### src/rtl/seg7_scan_driver_if.sv
// Request/status bundle between the display requester (master) and the scan driver (slave).
// The master presents display content plus a load request; the slave returns pins and pulses.
interface seg7_scan_driver_if #(
  parameter int DIGITS   = 6,
  parameter int PWM_BITS = 3
);
  logic [4*DIGITS-1:0] data_in;
  logic [DIGITS-1:0]   dot_mask;
  logic [DIGITS-1:0]   blink_mask;
  logic                blank_lead;
  logic [PWM_BITS-1:0] brightness;
  logic                load;
  logic                load_ack;
  logic                frame_tick;
  logic [7:0]          LED_code;
  logic [DIGITS-1:0]   LED_index;

  modport master (
    output data_in, dot_mask, blink_mask, blank_lead, brightness, load,
    input  load_ack, frame_tick, LED_code, LED_index
  );

  modport slave (
    input  data_in, dot_mask, blink_mask, blank_lead, brightness, load,
    output load_ack, frame_tick, LED_code, LED_index
  );
endinterface

### src/rtl/seg7_scan_driver.sv
// Time-multiplexed common-anode 7-segment driver with PWM brightness, blink,
// leading-zero suppression and a frame-aligned (tear-free) load handshake.
module seg7_scan_driver #(
  parameter int DIGITS     = 6,
  parameter int DIV_BITS   = 16,
  parameter int PWM_BITS   = 3,
  parameter int BLINK_BITS = 5
) (
  input  logic CLK,
  input  logic RST_n,
  seg7_scan_driver_if.slave bus
);

  localparam int PTR_W = (DIGITS > 1) ? $clog2(DIGITS) : 1;
  localparam logic [PTR_W-1:0] LAST_DIGIT = PTR_W'(DIGITS - 1);

  logic [DIV_BITS-1:0]   slot;
  logic [PTR_W-1:0]      digit;
  logic [BLINK_BITS-1:0] frame_cnt;
  logic                  blink_phase;

  logic [4*DIGITS-1:0] sh_data;
  logic [DIGITS-1:0]   sh_dot;
  logic [DIGITS-1:0]   sh_blink;
  logic                sh_blank;
  logic [PWM_BITS-1:0] sh_bright;

  logic              slot_wrap;
  logic              frame_end;
  logic [3:0]        nib;
  logic              dot_sel;
  logic              blink_sel;
  logic              supp_sel;
  logic              run;
  logic              pwm_ok;
  logic              lit;
  logic [DIGITS-1:0] idx_lit;

  logic [7:0]        code_q;
  logic [DIGITS-1:0] index_q;
  logic              ack_q;
  logic              tick_q;

  function automatic logic [6:0] seg_of(input logic [3:0] n);
    case (n)
      4'h0: seg_of = 7'b0000001;
      4'h1: seg_of = 7'b1001111;
      4'h2: seg_of = 7'b0010010;
      4'h3: seg_of = 7'b0000110;
      4'h4: seg_of = 7'b1001100;
      4'h5: seg_of = 7'b0100100;
      4'h6: seg_of = 7'b0100000;
      4'h7: seg_of = 7'b0001111;
      4'h8: seg_of = 7'b0000000;
      4'h9: seg_of = 7'b0000100;
      4'hA: seg_of = 7'b0001000;
      4'hB: seg_of = 7'b1100000;
      4'hC: seg_of = 7'b0110001;
      4'hD: seg_of = 7'b1000010;
      4'hE: seg_of = 7'b0110000;
      default: seg_of = 7'b0111000;
    endcase
  endfunction

  assign slot_wrap = &slot;
  assign frame_end = slot_wrap && (digit == LAST_DIGIT);

  always_ff @(posedge CLK or negedge RST_n) begin
    if (!RST_n) begin
      slot        <= '0;
      digit       <= '0;
      frame_cnt   <= '0;
      blink_phase <= 1'b0;
    end else begin
      slot <= slot + 1'b1;
      if (slot_wrap) begin
        digit <= (digit == LAST_DIGIT) ? '0 : digit + 1'b1;
      end
      if (frame_end) begin
        frame_cnt <= frame_cnt + 1'b1;
        if (&frame_cnt) begin
          blink_phase <= ~blink_phase;
        end
      end
    end
  end

  // Shadows only change on the frame-end edge, so a frame never mixes old and new content.
  always_ff @(posedge CLK or negedge RST_n) begin
    if (!RST_n) begin
      sh_data   <= '0;
      sh_dot    <= '0;
      sh_blink  <= '0;
      sh_blank  <= 1'b0;
      sh_bright <= '1;
    end else if (frame_end && bus.load) begin
      sh_data   <= bus.data_in;
      sh_dot    <= bus.dot_mask;
      sh_blink  <= bus.blink_mask;
      sh_blank  <= bus.blank_lead;
      sh_bright <= bus.brightness;
    end
  end

  // Walk from the top digit down so run means "this nibble and all above it are zero".
  always_comb begin
    nib       = 4'h0;
    dot_sel   = 1'b0;
    blink_sel = 1'b0;
    supp_sel  = 1'b0;
    run       = 1'b1;
    idx_lit   = '1;
    for (int i = DIGITS - 1; i >= 0; i--) begin
      run = run & (sh_data[i*4 +: 4] == 4'h0);
      if (digit == i[PTR_W-1:0]) begin
        nib        = sh_data[i*4 +: 4];
        dot_sel    = sh_dot[i];
        blink_sel  = sh_blink[i];
        supp_sel   = run && (i != 0);
        idx_lit[i] = 1'b0;
      end
    end
    pwm_ok = slot[DIV_BITS-1 -: PWM_BITS] <= sh_bright;
    lit    = pwm_ok && !(blink_sel && blink_phase) && !(sh_blank && supp_sel);
  end

  always_ff @(posedge CLK or negedge RST_n) begin
    if (!RST_n) begin
      code_q  <= 8'hFF;
      index_q <= '1;
      ack_q   <= 1'b0;
      tick_q  <= 1'b0;
    end else begin
      tick_q <= frame_end;
      ack_q  <= frame_end && bus.load;
      if (lit) begin
        code_q  <= {seg_of(nib), ~dot_sel};
        index_q <= idx_lit;
      end else begin
        code_q  <= 8'hFF;
        index_q <= '1;
      end
    end
  end

  assign bus.LED_code   = code_q;
  assign bus.LED_index  = index_q;
  assign bus.load_ack   = ack_q;
  assign bus.frame_tick = tick_q;

endmodule

### src/flat_wrapper.sv
// flat-port wrapper written by rule: the top's interface ports become plain ports
module seg7_scan_driver_flat 
#(
  parameter int DIGITS     = 6,
  parameter int DIV_BITS   = 16,
  parameter int PWM_BITS   = 3,
  parameter int BLINK_BITS = 5
)
  (CLK, RST_n, bus_data_in, bus_dot_mask, bus_blink_mask, bus_blank_lead, bus_brightness, bus_load, bus_load_ack, bus_frame_tick, bus_LED_code, bus_LED_index);
  seg7_scan_driver_if #(.DIGITS(DIGITS), .PWM_BITS(PWM_BITS)) bus_i ();
  input  logic CLK;
  input  logic RST_n;
  input wire logic [$bits(bus_i.data_in)-1:0] bus_data_in;
  input wire logic [$bits(bus_i.dot_mask)-1:0] bus_dot_mask;
  input wire logic [$bits(bus_i.blink_mask)-1:0] bus_blink_mask;
  input wire logic [$bits(bus_i.blank_lead)-1:0] bus_blank_lead;
  input wire logic [$bits(bus_i.brightness)-1:0] bus_brightness;
  input wire logic [$bits(bus_i.load)-1:0] bus_load;
  output wire logic [$bits(bus_i.load_ack)-1:0] bus_load_ack;
  output wire logic [$bits(bus_i.frame_tick)-1:0] bus_frame_tick;
  output wire logic [$bits(bus_i.LED_code)-1:0] bus_LED_code;
  output wire logic [$bits(bus_i.LED_index)-1:0] bus_LED_index;
  assign bus_i.data_in = bus_data_in;
  assign bus_i.dot_mask = bus_dot_mask;
  assign bus_i.blink_mask = bus_blink_mask;
  assign bus_i.blank_lead = bus_blank_lead;
  assign bus_i.brightness = bus_brightness;
  assign bus_i.load = bus_load;
  assign bus_load_ack = bus_i.load_ack;
  assign bus_frame_tick = bus_i.frame_tick;
  assign bus_LED_code = bus_i.LED_code;
  assign bus_LED_index = bus_i.LED_index;
  seg7_scan_driver #(.DIGITS(DIGITS), .DIV_BITS(DIV_BITS), .PWM_BITS(PWM_BITS), .BLINK_BITS(BLINK_BITS)) u_core (.CLK(CLK), .RST_n(RST_n), .bus(bus_i));
endmodule
### config.mk
export PLATFORM = sky130hd
export DESIGN_NAME = seg7_scan_driver_flat
export DESIGN_NICKNAME = d
export VERILOG_FILES = /design/src/rtl/seg7_scan_driver_if.sv /design/src/rtl/seg7_scan_driver.sv /design/src/flat_wrapper.sv
export SDC_FILE = /design/constraint.sdc
export NUM_CORES = 1
export LEC_CHECK = 0
export ABC_AREA = 1
export CAP_MARGIN = 10
export CORE_MARGIN = 10
export CORE_UTILIZATION = 45
export CTS_CLUSTER_SIZE = 10
export DETAILED_ROUTE_END_ITERATION = 10
export GPL_ROUTABILITY_DRIVEN = 0
export GPL_TIMING_DRIVEN = 0
export PLACE_DENSITY = 0.68
export SLEW_MARGIN = 40
export SYNTH_ARGS = -nofsm -noshare
export SYNTH_HDL_FRONTEND = slang
export SYNTH_SLANG_ARGS = --single-unit
### constraint.sdc
create_clock -name CLK -period 5.1 [get_ports CLK]
set_input_delay 0.765 -clock CLK [delete_from_list [all_inputs] [get_ports CLK]]
set_output_delay 0.765 -clock CLK [all_outputs]
set_load 0.02 [all_outputs]
==> Yosys cells after proc, flatten, opt, wreduce, memory -nomap -nowiden <==
Memory sizes are Yosys's and may differ from the RTL's.
Cells that the tools add are included.
{ "classes": {"n_addsub": 3, "order_cmp": 1, "n_eq_ne": 5, "n_mux": 33, "bitwise": 6, "reduce_logical": 16} }
{ "ops": {"columns": ["operator", "count"], "rows": [
  ["2-to-1 mux 1 bit", 24],
  ["2-to-1 mux 4 bit", 6],
  ["zero test 4 bit", 5],
  ["adder 16 x 1 -> 16 bit (second input constant)", 1],
  ["AND reduction 16 bit", 1],
  ["2-to-1 mux 8 bit", 1],
  ["equality test 3 x 2 -> 1 bit (second input constant)", 2],
  ["equality test 3 bit (second input constant)", 2],
  ["logical AND 1 bit", 6],
  ["2-to-1 mux 6 bit", 1],
  ["AND reduction 6 bit", 1],
  ["adder 5 x 1 -> 5 bit (second input constant)", 1],
  ["bitwise AND 1 bit", 4],
  ["adder 3 x 1 -> 3 bit (second input constant)", 1],
  ["equality test 3 x 1 -> 1 bit (second input constant)", 1],
  ["<= comparator 3 bit", 1],
  ["zero test 3 bit", 1],
  ["2-to-1 mux 3 bit", 1],
  ["zero test 1 bit", 2],
  ["NOT 1 bit", 2]
]} }
{ "totals": {"reg_bits": 81, "mem_bits_ro": 112, "output_inout_bits": 16, "n_memories": 1} }
{ "mem_list": {"columns": ["name", "words", "width", "rd", "rd_clocked_by_memory_dff", "write_ports", "line", "text"], "rows": [
  ["(name not given)", 16, 7, 1, 0, 0, "seg7_scan_driver.sv:45", "case (n)"]
]} }

==> Depth between registers and ports, before layout <==
Gate-level depths: netlist (run 1).
{ "logic_depth": {"depth_word": 12, "depth_mapped": 18, "ltp_nobuf": 17} }

==> Worst setup path before layout (run 1) <==
OpenSTA, ideal clock, no wires.
{ "synth_path": {"path_kind": "register to register", "startpoint": "register u_core.digit[0]", "endpoint": "register u_core.code_q[4] (netlist: u_core.bus.LED_code[4])", "setup_time_ns": 0.080, "t_arrival_ns": 2.184, "t_required_ns": 5.020, "slack_ns": 2.837, "stages_incl_launch_ff": 19, "synth_period_minus_slack_ns": 2.263, "path_cell_list": "dfrtp_1 > buf_6 > nand2_1 > inv_1 > ha_1 > clkinv_1 > o21ai_0 > inv_1 > nand2_1 > nand2_1 > nand2_1 > nand2_1 > nand2_1 > inv_1 > ha_1 > nand3_1 > nand2_1 > nand2_1 > nand3_2"} }
{ "synth_between": {"elab_chain_len": 12, "elab_cells_between_ends": 32} }
{ "synth_lines": {"columns": ["element", "line", "text"], "rows": [
  ["start: declaration", "seg7_scan_driver.sv:18", "logic [PTR_W-1:0] digit;"],
  ["start signal: assignment", "seg7_scan_driver.sv:77", "digit <= (digit == LAST_DIGIT) ? '0 : digit + 1'b1;"],
  ["parallel branches: the longest is 11 deep, another holds memory read (16 x 7 bit)", null, null],
  ["2-to-1 mux 8 bit *", "seg7_scan_driver.sv:136", "if (lit) begin"],
  ["end signal: assignment", "seg7_scan_driver.sv:137", "code_q <= {seg_of(nib), ~dot_sel};"],
  ["end: declaration", "seg7_scan_driver.sv:39", "logic [7:0] code_q;"]
]} }
Every way passes the cells marked *.
A chain may end at the register's enable or synchronous reset.

==> Final worst setup path (run 1) <==
{ "layout_path": {"startpoint": "register u_core.digit[0]", "endpoint": "register u_core.code_q[5] (netlist: u_core.bus.LED_code[5])"} }
The elaborated chain is that of the path after synthesis.

==> results of run 1 <==
==> layout make-up <==
type                            count  share of cell area
Inverter                           39             0.02925
Multi-Input combinational cell    365              0.3572
Buffer                             14             0.02163
Sequential cell                    81              0.4024
Clock inverter                      6             0.01770
Clock buffer                       10             0.02704
Timing Repair Buffer               59              0.1182
Tap cell                          108             0.02655
==> logic make-up (layout without fill, tap and decap cells) <==
| group | after synthesis | after routing | share of synthesized area |
|---|---|---|---|
| AND/OR/NAND/NOR | 311 | 311 | 0.3342 |
| buffers and inverters | 53 | 128 | 0.06278 |
| XOR/XNOR | 18 | 18 | 0.03822 |
| flip-flops | 81 | 81 | 0.4965 |
| AO/OA/AOI/OAI | 24 | 24 | 0.03185 |
| adder cells (fa/ha/maj) | 12 | 12 | 0.03640 |
==> critical path, delay by kind of cell (launching register included) <==
family | cells | cell delay, ps
buffers and inverters | 5 | 710
DFF | 1 | 410
and+or+nand+nor | 9 | 990
adders and majority gates | 2 | 540
==> routing by layer <==
layer	vias up	wire length, um	global-route usage
li1	1717	-	-
met1	1594	4303	0.1906
met2	82	4372	0.2403
met5	-	0	0
met4	0	148	0.05755
met3	15	571	0.03463
==> worst paths after layout <==
path,startpoint,to,slack (ps),cells past startpoint
worst max-delay path,u_core.digit[0]$_DFFE_PN0N_,u_core.bus.LED_code[5]$_DFF_PN1_,2380,16
worst min-delay path,RST_n,u_core.sh_data[11]$_DFFE_PN0P_,300,1
worst max register to register,u_core.digit[0]$_DFFE_PN0N_,u_core.bus.LED_code[5]$_DFF_PN1_,2380,16
worst min register to register,u_core.slot[0]$_DFF_PN0_,u_core.slot[0]$_DFF_PN0_,450,1
max in group asynchronous,RST_n,u_core.sh_bright[2]$_DFFE_PN1P_,4190,2
min in group CLK,u_core.slot[0]$_DFF_PN0_,u_core.slot[0]$_DFF_PN0_,450,1
==> power breakdown <==
group | internal (mW) | switching, mW
combinational | 0.0622 | 0.0611
clock | 0.291 | 0.238
sequential | 0.672 | 0.0130
total | 1.02 | 0.312
==> placed cells by master, fill, tap and decap left out, drive strengths merged <==
cell type      count
ha                12
xor2              14
dfrtp             64
o41ai              1
nor4               1
xnor2              4
and2               1
clkinv             3
dfstp             17
nand3b             1
a21oi             11
bufinv             2
clkdlybuf4s50     57
nand4              9
nor3              10
clkbuf            10
o21ai             12
nand3             47
clkinvlp           1
buf               16
nor2              33
or2                6
nand2            203
inv               39
==> flip-flops by register name, summed over array words and instances (netlist names), 3 cells and up <==
register,flops
u_core.sh_data,24
u_core.slot,16
u_core.bus.LED_code,8
u_core.bus.LED_index,6
u_core.sh_blink,6
u_core.sh_dot,6
u_core.frame_cnt,5
u_core.digit,3
u_core.sh_bright,3
==> stage by stage <==
step	util	setup slack [ps]	power, mW
2_1_floorplan	-	2837	0.7467
3_3_place_gp	0.5497	428.8	0.8169
3_5_place_dp	0.5521	2418	0.8218
4_1_cts	0.5780	2403	1.353
5_1_grt	0.5780	2092	1.396
6_report	0.5780	2379	1.337
==> impl_metrics.py, run 1 <==
metrics = {
    "drt": {
        "vias": 3408,
        "routed_wirelength_um": 9396,
        "avgViaCountPerCell": 4.997,
        "drt-initial-drc-count": 134,
        "drc_errors": 0,
        "drt_pre_antenna_iters": 4,
        "wire_per_inst_um": 13.78,
        "antenna_left": 0,
    },
    "sta": {
        "clock.fmax_mhz": 367.5,
        "rsz0062_at_grt": "false",
        "fin_setup_tns_ps": 0,
        "finClkSkew_ps": 15.25,
        "finalMaxSlewViolations": 0,
        "finalCritPeriodShare": 0.5335,
        "min_period_ps": 2721,
        "worst_slew_pin_slew_ps": 563.9,
        "finalSetupViolCount": 0,
        "relSlewSlack": 0.6220,
        "timing.hold.ws_ps": 295.6,
        "hold_viol_final": 0,
    },
    "clock_network": {
        "cts_made_buffers": 9,
        "postCtsSetupRepairBufs": 0,
        "numClockSinks": 81,
        "cts_max_path_buffers": 2,
        "cts-root-buf": "clkbuf_8",
        "insertion_delay_ps": 350,
        "cts_tree": "yes",
        "clk_pin_slew_ps": 90,
        "htreeDepth": 3,
        "postCtsResizedCells": 0,
        "cts_hold_buf": 0,
    },
    "placement": {
        "dp_cells": 666,
        "dp_hpwl_um": 7228,
        "placed_cell_area_um2": 4862,
        "portBuffers": 58,
    },
    "floorplanning": {
        "core_area_um2": 8806,
        "ios": 59,
        "die_w_um": 115.7,
        "start_util": 0.4685,
        "num_rows": 34,
        "die-height_um": 115.7,
        "dieArea_um2": 13400,
    },
    "critical_path": {
        "cp_slowest_cell": "dfrtp_1",
        "path_cells": "buf_6 > nand2_1 > inv_1 > ha_1 > clkinv_1 > nand2_1 > nand3_1 > nand3_1 > nand2_1 > nand2_1 > inv_1 > ha_1 > nand3b_1 > inv_1 > nand2_1 > nand3_2",
        "arrival_ps": 3010,
        "cpPeakStageDelay_ps": 410,
        "crit_path_end_kind": "flop",
        "critPathMaxFanout": 10,
        "cp.required_ps": 5390,
        "critPathKind": "flop to flop",
        "cpMostUsedCell": "nand2_1",
        "setup.worst_path.start_class": "flop",
    },
    "synthesis": {
        "synth_edf_count": 0,
        "async_reset_ff_frac": 1.000,
        "synth_cell_types": 33,
        "yosysSeqAreaShare": 0.4965,
        "syn_nets": 554,
        "synth_top_area_cell": "dfrtp_1",
        "syn_area_um2": 4125,
        "ys.flop_type": "dfrtp_1",
        "yosys-top-cells-count": "nand2_1, dfrtp_1, nand3_1",
        "ys_warn_count": 0,
        "synth_top_area_frac": 0.3882,
        "synth_cells": 499,
        "synth_most_common_cell": "nand2_1",
        "postSynthAreaPerCell_um2": 8.267,
        "synth_seq_cells": 81,
        "ys_top_cells_by_area": "dfrtp_1, nand2_1, dfstp_2, nand3_1, ha_1",
    },
    "finish": {
        "drive_gt1_frac": 0.1376,
        "multi_input_comb_area_um2": 1818,
        "stdcell_count": 682,
        "fillers": 817,
        "diodes": 0,
        "final-seq-area_um2": 2048,
        "syn2layout_area_growth_pct": 23.38,
        "final_area_um2": 5090,
        "fin_nets": 624,
    },
    "pwr": {
        "p_per_area_nw_per_um2": 262.7,
        "p_leak_nw": 2.551,
        "ir_drop_uv": 157.9,
    },
    "global_route": {
        "antenna_found_initial": 0,
        "grt.overflow.total": 0,
        "first_global_vias": 3440,
        "grt_start_max_net_pins": 43,
        "grt_pass1_wl_um": 16170,
        "gr-usage-all-layers": 0.1489,
    },
    "min_path": {
        "min_path_type": "primary input to asynchronous set/reset pin",
    },
    "outcome": {
        "status": "finished clean",
    },
    "flow_run": {
        "maxCapViolations": 0,
    },
}
(Power assumes the default switching activity.)
==> run 2: changes to the inputs <==
- PLACE_DENSITY: 0.68 -> 0.71
- clock period: 5.1 -> 2.5 ns (I/O delays scaled with it)
==> impl_metrics.py, run 2 (synthesis gave the netlist of run 1 again) <==
metrics = {
    "clock_network": {
        "numClockSinks": 81,
        "cts_made_buffers": 9,
        "clk_pin_slew_ps": 80,
        "postCtsSetupRepairBufs": 0,
        "cts_max_path_buffers": 2,
        "cts-root-buf": "clkbuf_8",
        "htreeDepth": 3,
        "insertion_delay_ps": 360,
        "cts_tree": "yes",
    },
    "sta": {
        "finalSetupViolCount": 0,
        "finClkSkew_ps": 15.58,
        "hold_viol_final": 0,
        "clock.fmax_mhz": 428.4,
        "finalCritPeriodShare": 0.9338,
        "fin_setup_tns_ps": 0,
        "relSlewSlack": 0.6284,
        "min_period_ps": 2334,
        "timing.hold.ws_ps": 456.8,
        "worst_slew_pin_slew_ps": 554.3,
        "worst_slack_ps": 165.6,
        "finalMaxSlewViolations": 0,
    },
    "finish": {
        "final-seq-area_um2": 2048,
        "drive_gt1_frac": 0.1426,
        "largest_register_ffs": 24,
        "layout_common_cells": "nand2_1, dfrtp_1, clkdlybuf4s50_1, nand3_1, inv_1",
        "multi_input_comb_area_um2": 1841,
        "final_common_cell": "nand2_1",
        "syn2layout_area_growth_pct": 24.11,
        "final_util": 0.5814,
        "top_register": "u_core.sh_data",
        "fin_nets": 625,
        "final_area_um2": 5120,
        "diodes": 0,
        "fillers": 771,
        "stdcell_count": 683,
    },
    "critical_path": {
        "crit_path_end_kind": "flop",
        "path_delay_family": "simple AND/OR/NAND/NOR gates",
        "setup.worst_path.start_class": "flop",
        "arrival_ps": 2610,
        "cp.required_ps": 2770,
        "critPathKind": "flop to flop",
        "critPathMaxFanout": 10,
        "path_cells": "buf_2 > inv_2 > nand3_1 > buf_4 > or2_2 > nand3_1 > nand2_1 > nand2_4 > inv_1 > ha_1 > nand3b_1 > nand3_1 > nand3_1",
        "cpPeakStageDelay_ps": 370,
        "cpMostUsedCell": "nand3_1",
        "worst-path-buf-inv": 4,
        "cp_slowest_cell": "dfrtp_1",
    },
    "placement": {
        "dp_hpwl_um": 7154,
        "portBuffers": 58,
        "dp_slack_ps": -179.5,
        "dp_cells": 666,
        "placed_cell_area_um2": 4862,
    },
    "pwr": {
        "total_power_mw": 2.720,
        "p_per_area_nw_per_um2": 531.2,
        "p_leak_nw": 2.558,
        "ir_drop_uv": 320.8,
    },
    "drt": {
        "avgViaCountPerCell": 5.003,
        "antenna_left": 0,
        "drc_errors": 0,
        "wire_per_inst_um": 14.01,
        "vias": 3417,
        "drt-initial-drc-count": 193,
        "routed_wirelength_um": 9571,
        "drt_pre_antenna_iters": 4,
    },
    "outcome": {
        "status": "finished clean",
    },
    "floorplanning": {
        "start_util": 0.4685,
        "die_w_um": 115.7,
        "die-height_um": 115.7,
        "core_area_um2": 8806,
        "dieArea_um2": 13400,
        "ios": 59,
        "num_rows": 34,
    },
    "global_route": {
        "gr-usage-all-layers": 0.1502,
        "grt.overflow.total": 0,
        "first_global_vias": 3422,
        "grt_pass1_wl_um": 16190,
        "antenna_found_initial": 0,
        "grt_start_max_net_pins": 43,
    },
    "min_path": {
        "min_path_type": "flop to flop",
    },
    "flow_run": {
        "maxCapViolations": 0,
    },
}
==> run 2: final timing paths <==
path                                        startpoint                                to  slack [ps]  depth (start not counted)
min in group asynchronous                        RST_n    u_core.sh_data[11]$_DFFE_PN0P_         470                          2
setup reg to reg           u_core.digit[2]$_DFFE_PN0N_  u_core.bus.LED_code[7]$_DFF_PN1_         170                         13
hold reg to reg               u_core.slot[0]$_DFF_PN0_          u_core.slot[0]$_DFF_PN0_         460                          1
setup / recovery           u_core.digit[2]$_DFFE_PN0N_  u_core.bus.LED_code[7]$_DFF_PN1_         170                         13
hold / removal                u_core.slot[0]$_DFF_PN0_          u_core.slot[0]$_DFF_PN0_         460                          1
max in group asynchronous                        RST_n   u_core.sh_bright[1]$_DFFE_PN1P_        1430                          3
==> run 2: layer usage <==
metal  global-route usage  wire, um  vias to the layer above
met2               0.2475      4580                       92
met3              0.04961       643                       17
met5                    0         0                        -
li1                     -         -                     1712
met4              0.05004       157                        0
met1               0.1818      4189                     1596
==> run 2: area by class of cell <==
cell class	instances	share of cell area
Buffer	14	0.02199
Clock buffer	11	0.02761
Clock inverter	5	0.01540
Inverter	39	0.02957
Multi-Input combinational cell	365	0.3595
Sequential cell	81	0.4000
Tap cell	108	0.02639
Timing Repair Buffer	60	0.1195
==> run 2: power by group <==
part	switching (mW)	total (mW)	internal, mW
clock network	0.478	1.07	0.589
registers	0.0270	1.40	1.37
logic	0.127	0.256	0.129
==> run 2: what timing repair did <==
item,in CTS,in global routing
endpoints found under the setup margin,7,7
hold endpoints to repair,24,0
gates resized for setup,2,6
hold buffers,1,0
cloned,0,0
==> run 3: changes to the inputs <==
- MAX_ROUTING_LAYER: not set -> met4
==> impl_metrics.py, run 3 (synthesis gave the netlist of run 1 again) <==
metrics = {
    "global_route": {
        "grt_start_max_net_pins": 43,
        "first_global_vias": 3418,
        "grt.overflow.total": 0,
        "gr-usage-all-layers": 0.1550,
        "antenna_found_initial": 0,
        "grt_pass1_wl_um": 16200,
    },
    "finish": {
        "top_register": "u_core.sh_data",
        "final_area_um2": 5120,
        "fin_nets": 625,
        "final_util": 0.5814,
        "drive_gt1_frac": 0.1426,
        "layout_common_cells": "nand2_1, dfrtp_1, clkdlybuf4s50_1, nand3_1, inv_1",
        "syn2layout_area_growth_pct": 24.11,
        "stdcell_count": 683,
        "largest_register_ffs": 24,
        "final_common_cell": "nand2_1",
        "diodes": 0,
    },
    "clock_network": {
        "cts_max_path_buffers": 2,
        "cts_tree": "yes",
        "htreeDepth": 3,
        "numClockSinks": 81,
        "cts-root-buf": "clkbuf_8",
        "clk_pin_slew_ps": 80,
        "cts_made_buffers": 9,
        "insertion_delay_ps": 360,
    },
    "critical_path": {
        "cp.required_ps": 2770,
        "critPathKind": "flop to flop",
        "crit_path_end_kind": "flop",
        "path_cells": "buf_2 > inv_2 > nand3_1 > buf_4 > or2_2 > nand3_1 > nand2_1 > nand2_4 > inv_1 > ha_1 > nand3b_1 > nand3_1 > nand3_1",
        "r2r-end": "u_core.bus.LED_code[7]$_DFF_PN1_",
        "rr_worst_depth": 13,
        "cp_slowest_cell": "dfrtp_1",
        "cp.depth": 13,
        "reg2reg_from": "u_core.digit[2]$_DFFE_PN0N_",
        "endpoint": "u_core.bus.LED_code[7]$_DFF_PN1_",
        "critPathMaxFanout": 10,
        "arrival_ps": 2620,
        "path_delay_family": "simple AND/OR/NAND/NOR gates",
        "worst-path-buf-inv": 4,
        "crit_start": "u_core.digit[2]$_DFFE_PN0N_",
        "cpMostUsedCell": "nand3_1",
        "setup.worst_path.start_class": "flop",
        "cpPeakStageDelay_ps": 370,
        "reg2reg_slack_ps": 160,
    },
    "sta": {
        "finalMaxSlewViolations": 0,
        "finalSetupViolCount": 0,
        "clock.fmax_mhz": 426.5,
        "worst_slew_pin_slew_ps": 562.1,
        "hold_viol_final": 0,
        "min_period_ps": 2345,
        "fin_setup_tns_ps": 0,
        "worst_slack_ps": 155.4,
        "finClkSkew_ps": 13.38,
        "finalCritPeriodShare": 0.9378,
        "timing.hold.ws_ps": 455.3,
        "relSlewSlack": 0.6232,
    },
    "drt": {
        "avgViaCountPerCell": 5.015,
        "vias": 3425,
        "drt-initial-drc-count": 173,
        "wire_per_inst_um": 13.99,
        "routed_wirelength_um": 9554,
        "antenna_left": 0,
        "drc_errors": 0,
        "drt_pre_antenna_iters": 5,
    },
    "floorplanning": {
        "num_rows": 34,
        "ios": 59,
        "start_util": 0.4685,
        "core_area_um2": 8806,
        "dieArea_um2": 13400,
        "die-height_um": 115.7,
        "die_w_um": 115.7,
    },
    "placement": {
        "placed_cell_area_um2": 4862,
        "portBuffers": 58,
        "dp_slack_ps": -179.5,
        "dp_hpwl_um": 7154,
        "dp_cells": 666,
    },
    "pwr": {
        "total_power_mw": 2.716,
        "p_per_area_nw_per_um2": 530.4,
        "p_leak_nw": 2.558,
        "ir_drop_uv": 318.2,
    },
    "outcome": {
        "status": "finished clean",
    },
    "flow_run": {
        "maxCapViolations": 0,
    },
    "min_path": {
        "min_path_type": "flop to flop",
    },
}
[run 3: cell counts in the layout (fill, tap and decap cells not counted)]
No cell type changed its count.
[run 3: worst min path at each step]
stage,start,to,slack (ps),cells past startpoint
2_1_floorplan,RST_n,u_core.blink_phase$_DFFE_PN0P_,80,0
3_3_place_gp,u_core.slot[0]$_DFF_PN0_,u_core.slot[0]$_DFF_PN0_,430,1
3_5_place_dp,RST_n,u_core.sh_data[11]$_DFFE_PN0P_,300,1
4_1_cts,u_core.slot[0]$_DFF_PN0_,u_core.slot[0]$_DFF_PN0_,460,1
5_1_grt,u_core.frame_cnt[4]$_DFFE_PN0N_,u_core.frame_cnt[4]$_DFFE_PN0N_,490,1
6_report,u_core.slot[0]$_DFF_PN0_,u_core.slot[0]$_DFF_PN0_,460,1
[run 3: worst register-to-register path: stages (launching register included)]
cell      delay, ps
dfrtp_1         370
buf_2           180
inv_2           120
nand3_1         100
buf_4           180
or2_2           270
nand3_1         100
nand2_1         140
nand2_4         130
inv_1            70
ha_1            240
nand3b_1        190
nand3_1          90
nand3_1          90
[run 3: layout make-up]
| class | count | area, um^2 |
|---|---|---|
| Tap cell | 108 | 135.1 |
| Multi-Input combinational cell | 365 | 1841 |
| Fill cell | 771 | 3686 |
| Clock buffer | 11 | 141.4 |
| Buffer | 14 | 112.6 |
| Sequential cell | 81 | 2048 |
| Clock inverter | 5 | 78.83 |
| Inverter | 39 | 151.4 |
| Timing Repair Buffer | 60 | 611.8 |
[run 3: timing repair]
action                                 4_1_cts  5_1_grt
hold buffers                                 1        0
resized for setup                            2        6
endpoints found under the hold margin       24        0
setup endpoints to repair                    7        7
setup buffers                                0        0
[run 3: where the power goes]
group / total (mW) / switching [mW] / internal, mW
clock: 1.06 / 0.474 / 0.589
sequential: 1.40 / 0.0271 / 1.37
combinational: 0.256 / 0.127 / 0.129
[run 3: layer usage]
layer	track usage	vias up	wire, um
met2	0.2471	93	4539
li1	-	1720	-
met3	0.04703	18	576
met1	0.1844	1594	4281
met5	-	-	0
met4	0.05004	0	156
